File: src/rtl/gyro_rst_pkg.sv
// Shared types and defaults for the gyro reset tree: sequencer state encoding,
// default release timing and the soft-reset counter helper.
package gyro_rst_pkg;

    typedef enum logic [1:0] {
        RST_HOLD    = 2'd0,
        RST_RELEASE = 2'd1,
        RST_RUN     = 2'd2,
        RST_SOFT    = 2'd3
    } rst_state_e;

    localparam int unsigned STAGE_GAP_DEF    = 32'd2500;
    localparam int unsigned SOFT_RST_MIN_DEF = 32'd250;
    localparam logic [7:0]  SOFT_CNT_MAX     = 8'd255;

    function automatic int unsigned max_u(input int unsigned a, input int unsigned b);
        return (a > b) ? a : b;
    endfunction

    function automatic logic [7:0] sat_inc8(input logic [7:0] v);
        return (v == SOFT_CNT_MAX) ? v : (v + 8'd1);
    endfunction

endpackage

File: src/rtl/rstn_seq_if.sv
// Control/status bundle between the reset sequencer (slave) and the command
// path / downstream consumers (master).
interface rstn_seq_if #(
    parameter int unsigned N_STAGES = 3
);
    logic                i_soft_rst;
    logic [N_STAGES-1:0] o_rst_n_stage;
    logic                o_ready;
    logic [7:0]          o_soft_cnt;

    modport slave (
        input  i_soft_rst,
        output o_rst_n_stage,
        output o_ready,
        output o_soft_cnt
    );

    modport master (
        output i_soft_rst,
        input  o_rst_n_stage,
        input  o_ready,
        input  o_soft_cnt
    );
endinterface

File: src/rtl/rstn_sync.sv
// Async-assert / sync-deassert reset synchronizer; the output is the last flop
// of a chain that shifts in 1 once the raw reset is released.
module rstn_sync #(
    parameter int unsigned STAGES = 2
) (
    input  logic i_clk,
    input  logic i_rst_n,
    output logic o_sync
);
    logic [STAGES-1:0] sync_q;

    // Shift register cleared asynchronously, filling with ones after release.
    always_ff @(posedge i_clk or negedge i_rst_n) begin
        if (!i_rst_n) begin
            sync_q <= '0;
        end else begin
            sync_q <= {sync_q[STAGES-2:0], 1'b1};
        end
    end

    assign o_sync = sync_q[STAGES-1];
endmodule

File: src/rtl/rstn_seq.sv
// Reset receiver/sequencer: synchronizes the power-on reset and releases the
// per-subsystem resets one at a time, replaying the sequence on a soft request.
module rstn_seq
    import gyro_rst_pkg::*;
#(
    parameter int unsigned SYNC_STAGES  = 2,
    parameter int unsigned N_STAGES     = 3,
    parameter int unsigned STAGE_GAP    = STAGE_GAP_DEF,
    parameter int unsigned SOFT_RST_MIN = SOFT_RST_MIN_DEF
) (
    input  logic    i_clk,
    input  logic    i_rst_n,
    rstn_seq_if.slave bus
);
    localparam int unsigned CNT_MAX = max_u(STAGE_GAP, SOFT_RST_MIN);
    localparam int unsigned CNT_W   = (CNT_MAX > 32'd1) ? $clog2(CNT_MAX) : 32'd1;
    localparam int unsigned IDX_W   = (N_STAGES > 32'd1) ? $clog2(N_STAGES) : 32'd1;

    localparam logic [CNT_W-1:0] GAP_LOAD  = CNT_W'(STAGE_GAP - 32'd1);
    localparam logic [CNT_W-1:0] SOFT_LOAD = CNT_W'(SOFT_RST_MIN - 32'd1);
    localparam logic [IDX_W-1:0] LAST_IDX  = IDX_W'(N_STAGES - 32'd1);

    logic                sync_s;
    rst_state_e          state_q;
    logic [CNT_W-1:0]    cnt_q;
    logic [IDX_W-1:0]    idx_q;
    logic [N_STAGES-1:0] stage_q;
    logic                ready_q;
    logic [7:0]          soft_cnt_q;
    logic [7:0]          soft_cnt_d;
    logic [N_STAGES-1:0] stage_rel_d;

    rstn_sync #(.STAGES(SYNC_STAGES)) u_sync (
        .i_clk   (i_clk),
        .i_rst_n (i_rst_n),
        .o_sync  (sync_s)
    );

    assign soft_cnt_d  = sat_inc8(soft_cnt_q);
    assign stage_rel_d = stage_q | (N_STAGES'(1) << idx_q);

    // Sequencer FSM with gap counter, stage register and status outputs.
    always_ff @(posedge i_clk or negedge i_rst_n) begin
        if (!i_rst_n) begin
            state_q    <= RST_HOLD;
            cnt_q      <= '0;
            idx_q      <= '0;
            stage_q    <= '0;
            ready_q    <= 1'b0;
            soft_cnt_q <= 8'd0;
        end else begin
            case (state_q)
                RST_HOLD: begin
                    stage_q <= '0;
                    ready_q <= 1'b0;
                    if (sync_s) begin
                        state_q <= RST_RELEASE;
                        cnt_q   <= GAP_LOAD;
                        idx_q   <= '0;
                    end
                end
                RST_RELEASE: begin
                    if (bus.i_soft_rst) begin
                        state_q    <= RST_SOFT;
                        stage_q    <= '0;
                        ready_q    <= 1'b0;
                        cnt_q      <= SOFT_LOAD;
                        soft_cnt_q <= soft_cnt_d;
                    end else if (cnt_q != '0) begin
                        cnt_q <= cnt_q - CNT_W'(1);
                    end else begin
                        stage_q <= stage_rel_d;
                        cnt_q   <= GAP_LOAD;
                        if (idx_q == LAST_IDX) begin
                            state_q <= RST_RUN;
                            ready_q <= 1'b1;
                        end else begin
                            idx_q <= idx_q + IDX_W'(1);
                        end
                    end
                end
                RST_RUN: begin
                    if (bus.i_soft_rst) begin
                        state_q    <= RST_SOFT;
                        stage_q    <= '0;
                        ready_q    <= 1'b0;
                        cnt_q      <= SOFT_LOAD;
                        soft_cnt_q <= soft_cnt_d;
                    end
                end
                RST_SOFT: begin
                    stage_q <= '0;
                    ready_q <= 1'b0;
                    // Leave only once the minimum hold is over and the request has dropped.
                    if (cnt_q != '0) begin
                        cnt_q <= cnt_q - CNT_W'(1);
                    end else if (!bus.i_soft_rst) begin
                        state_q <= RST_RELEASE;
                        cnt_q   <= GAP_LOAD;
                        idx_q   <= '0;
                    end
                end
                default: begin
                    state_q <= RST_HOLD;
                    stage_q <= '0;
                    ready_q <= 1'b0;
                    cnt_q   <= '0;
                    idx_q   <= '0;
                end
            endcase
        end
    end

    assign bus.o_rst_n_stage = stage_q;
    assign bus.o_ready       = ready_q;
    assign bus.o_soft_cnt    = soft_cnt_q;
endmodule

File: src/flat_wrapper.sv
// flat-port wrapper written by rule: the top's interface ports become plain ports
module rstn_seq_flat import gyro_rst_pkg::*;
#(
    parameter int unsigned SYNC_STAGES  = 2,
    parameter int unsigned N_STAGES     = 3,
    parameter int unsigned STAGE_GAP    = STAGE_GAP_DEF,
    parameter int unsigned SOFT_RST_MIN = SOFT_RST_MIN_DEF
)
  (i_clk, i_rst_n, bus_i_soft_rst, bus_o_rst_n_stage, bus_o_ready, bus_o_soft_cnt);
  rstn_seq_if #(.N_STAGES(N_STAGES)) bus_i ();
  input  logic i_clk;
  input  logic i_rst_n;
  input wire logic [$bits(bus_i.i_soft_rst)-1:0] bus_i_soft_rst;
  output wire logic [$bits(bus_i.o_rst_n_stage)-1:0] bus_o_rst_n_stage;
  output wire logic [$bits(bus_i.o_ready)-1:0] bus_o_ready;
  output wire logic [$bits(bus_i.o_soft_cnt)-1:0] bus_o_soft_cnt;
  assign bus_i.i_soft_rst = bus_i_soft_rst;
  assign bus_o_rst_n_stage = bus_i.o_rst_n_stage;
  assign bus_o_ready = bus_i.o_ready;
  assign bus_o_soft_cnt = bus_i.o_soft_cnt;
  rstn_seq #(.SYNC_STAGES(SYNC_STAGES), .N_STAGES(N_STAGES), .STAGE_GAP(STAGE_GAP), .SOFT_RST_MIN(SOFT_RST_MIN)) u_core (.i_clk(i_clk), .i_rst_n(i_rst_n), .bus(bus_i));
endmodule
File: config.mk
export PLATFORM = sky130hd
export DESIGN_NAME = rstn_seq_flat
export DESIGN_NICKNAME = d
export VERILOG_FILES = /design/src/rtl/gyro_rst_pkg.sv /design/src/rtl/rstn_seq_if.sv /design/src/rtl/rstn_sync.sv /design/src/rtl/rstn_seq.sv /design/src/flat_wrapper.sv
export SDC_FILE = /design/constraint.sdc
export NUM_CORES = 1
export LEC_CHECK = 0
export ABC_CLOCK_PERIOD_IN_PS = 2300
export CELL_PAD_IN_SITES_DETAIL_PLACEMENT = 0
export CELL_PAD_IN_SITES_GLOBAL_PLACEMENT = 1
export CORE_MARGIN = 5
export CORE_UTILIZATION = 44
export CTS_CLUSTER_SIZE = 28
export DETAILED_ROUTE_END_ITERATION = 8
export GPL_TIMING_DRIVEN = 0
export PLACE_DENSITY_LB_ADDON = 0.1
export SLEW_MARGIN = 20
export SYNTH_ARGS = -nofsm -noshare
export SYNTH_HDL_FRONTEND = slang
export SYNTH_SLANG_ARGS = --single-unit
File: constraint.sdc
create_clock -name i_clk -period 2.3 [get_ports i_clk]
set_input_delay 0.23 -clock i_clk [delete_from_list [all_inputs] [get_ports i_clk]]
set_output_delay 0.23 -clock i_clk [all_outputs]
set_load 0.1 [all_outputs]
==> results by group <==
GRT
  • GR met2 Demand/Resource: 0.274
  • Initial antenna violation count: 0
  • Largest net degree at the start of global routing: 31
  • Gr usage total: 0.167
  • Met3 Usage GRT: 0.0455
  • Global routing's busiest layer: met2
  • Vias in the first global route: 1388
  • Grt ovf: 0
  • Met1 Usage GRT: 0.220
  • Wire length of the first global-routing pass: ~6900 um

Layout
  • Area of the multi-input gates: around 960 um2
  • Share of cells above drive strength 1: 0.123
  • Most common cell after layout, fill and taps aside: dfrtp_1
  • Sequential cell area: 751 um2
  • Final nets: about 220
  • # fillers: approximately 350
  • Antenna diodes: 0
  • Finished Core Util: 0.545
  • Commonest cells after routing, fill and taps aside: dfrtp_1, nor2_1, o21ai_0
  • Fin cells: roughly 250
  • Area growth syn-to-layout: 18.2%

Worst setup path
  • Critical path origin: u_core.cnt_q[0]
  • CP max FO: 4
  • Worst r2r src: u_core.cnt_q[0]
  • Critical path required time: between 2 and 2.5 ns
  • Worst Path Class, Setup: reg2reg
  • Reg2reg setup slack: just over 0.1 ns
  • Reg2reg path depth: 7
  • CP endpoint kind: flop
  • Reg-to-reg endpoint: u_core.cnt_q[10]
  • Arr. time, crit path: ~2.4 ns
  • Worst Setup Start Kind: flop

Pwr
  • Power Total: around 0.003 W
  • Worst VDD drop: 1190 uV
  • Psw: between 0.001 and 0.0015 W
  • Cell leakage power: 0.887 nW
  • PwrDens: between 1000 and 1500 nW/um2
  • Part of the power in the clock network: 0.151
  • Net Sw Frac: 0.498
  • Int Pwr: between 0.001 and 0.0015 W
  • Share of total power in combinational logic: 0.542
  • Sequential power share: 0.307

Floorplan
  • Core footprint: between 3000 and 4000 um2
  • Site row count: 22
  • Count of boundary I/O pins: 15
  • Die area: approximately 5300 um2
  • Die W: about 73 um
  • Starting Density: 0.462
  • Die Ht: 72.7 um

Logic synthesis
  • Area leader, netlist: dfrtp_1
  • Register area share after synthesis: 0.434
  • Synth Cell Area: ~1700 um2
  • Synthesis Warnings: 0
  • Post-Synth Simple-Gate Area: 0.257
  • Post-synthesis mux area share: 0.0196
  • Synth async-reset ratio: 1.00
  • Dominant synthesized flop cell: dfrtp_1
  • Synth cell types: 43
  • Top cells by area, synth: dfrtp_1, ha_1, nor2_1
  • Synth top area share: 0.434
  • Syn Area/Cell: 9.49 um2
  • Main combinational cell family by area after synthesis: simple AND/OR/NAND/NOR gates
  • Net Count, Synth: between 150 and 200
  • Compound-Gate Fraction of Synth Area: 0.143
  • Number of synthesized register bits: 30
  • Post-synth EDFFs: 0
  • Post-Synth Adder-Cell Area: 0.0797
  • Cells after Synth: 182
  • Synth Area in XOR/XNOR: 0.0355

STA
  • Slew headroom: 0.342
  • Pins over their slew limit: 0
  • Worst-margin pin slew: between 0.9 and 1 ns
  • RSZ-0062 raised after global routing: no
  • Fin crit share: 0.955
  • Fin. Hold Viols: 30
  • Period minus WS final: approximately 2.2 ns
  • Highest Clock Rate: ~0.46 GHz
  • Setup Skew: between 0.009 and 0.01 ns
  • Endpoints failing setup: 0
  • Fin Hold WS: -0.0251 ns
  • Worst setup margin: 0.103 ns

Placement
  • GPL Wtd Cong: around 0.9
  • IO Port Bufs: 13
  • Dpl cells: between 200 and 250
  • DP Worst Slack: -0.0271 ns
  • Detailed Place HPWL: roughly 3000 um

Job
  • Max cap viols: 0

Drt
  • Detail Route Antenna Nets: 0
  • Vias post-DR: 1427
  • DRC Markers: 0
  • DRT Pass-1 Iters: 4
  • Initial drt markers: 119
  • Via density: approximately 5.7
  • Routed length per instance: around 16 um
  • WL final: just over 4000 um

CTS
  • CTS clk-pin slew, worst paths: 0.07 ns
  • TritonCTS clock tree: built
  • H-tree depth: 2
  • Post-CTS Hold Fix Bufs: 0
  • CTS Buf Count: 5
  • Clock root buffer: clkbuf_8
  • Clock latency at the later pin of the worst-skew pair: approximately 0.28 ns
  • CTS Buffer Depth: 2
  • Clock Sinks: 30
  • Setup bufs post-CTS: 0

Min path
  • Worst hold path type: in2async

Status
  • Failing checks: negative hold slack
  • Status: complete, but fails checks
[per-layer routing]
layer / part of all wire / up-vias
li1: - / 696
met1: 0.46 / 703
met2: 0.50 / 22
met3: 0.029 / 6
met4: 0.010 / 0
met5: 0 / -
[how the worst max path moves through the flow]
stage                                to
4_1_cts               u_core.state_q[0]
2_1_floorplan  u_core.bus.o_soft_cnt[5]
6_report               u_core.cnt_q[10]
3_3_place_gp          u_core.state_q[1]
5_1_grt               u_core.state_q[1]
3_5_place_dp          u_core.state_q[0]
[synthesized netlist by cell type, types with 3 or more instances]
library cell,count
a21oi_1,10
a31oi_1,3
buf_2,3
dfrtp_1,30
ha_1,11
inv_1,8
nand2_1,12
nand2b_1,4
nand3_1,8
nor2_1,20
nor3_1,10
nor4_1,6
o21ai_0,14
or3_1,3
xnor2_1,4
xor2_1,3
[state kept, by name, indices dropped and copies added, names as in the netlist]
name                      cells
u_core.state_q                2
u_core.bus.o_rst_n_stage      3
u_core.cnt_q                 12
u_core.bus.o_soft_cnt         8
u_core.bus.o_ready            1
u_core.idx_q                  2
u_core.u_sync.sync_q          2
[worst max-delay path, cell delays in order (launching register included)]
cell	delay (ns)
dfrtp_1	0.41
inv_1	0.10
ha_1	0.21
or3b_4	0.43
nor4b_4	0.33
nand2_1	0.12
and2_0	0.17
a221o_1	0.31
[layout make-up]
type	instances	area share
well taps	48	0.0294
clock inverters	2	0.00613
inverters	8	0.0147
plain buffers	4	0.00919
repair buffers	13	0.0613
multi-input cells	140	0.471
clock buffers	6	0.0404
flip-flops and latches	30	0.368
[power groups by stage]
stage	Clock (W)	Sequential, W	Combinational (W)
3_3_place_gp	0	0.000888	0.00155
3_5_place_dp	0	0.000900	0.00159
5_1_grt	0.000487	0.000941	0.00177
2_1_floorplan	0	0.00119	0.000902
6_report	0.000450	0.000916	0.00162
4_1_cts	0.000459	0.000900	0.00161
[cell families (layout without fill, tap and decap cells)]
kind of cell,count (synthesis),in the layout
adder cells (fa/ha/maj),11,11
buffers and inverters,12,33
multiplexers,3,3
other,1,1
flip-flops,30,30
AO/OA/AOI/OAI,39,39
XOR/XNOR,7,7
AND/OR/NAND/NOR,79,79
[metrics by stage]
stage	TNS, ns	area, um2
final	0	2040
after global routing	0	2040
after CTS	0	2020
after detailed placement	-0.0457	1910
after global placement	0	1920
after floorplan	0	1730
[timing repair]
action | CTS | global route
resized for setup | 2 | 4
pin swaps | 0 | 1
endpoints found under the setup margin | 3 | 4
(Power assumes the default switching activity.)
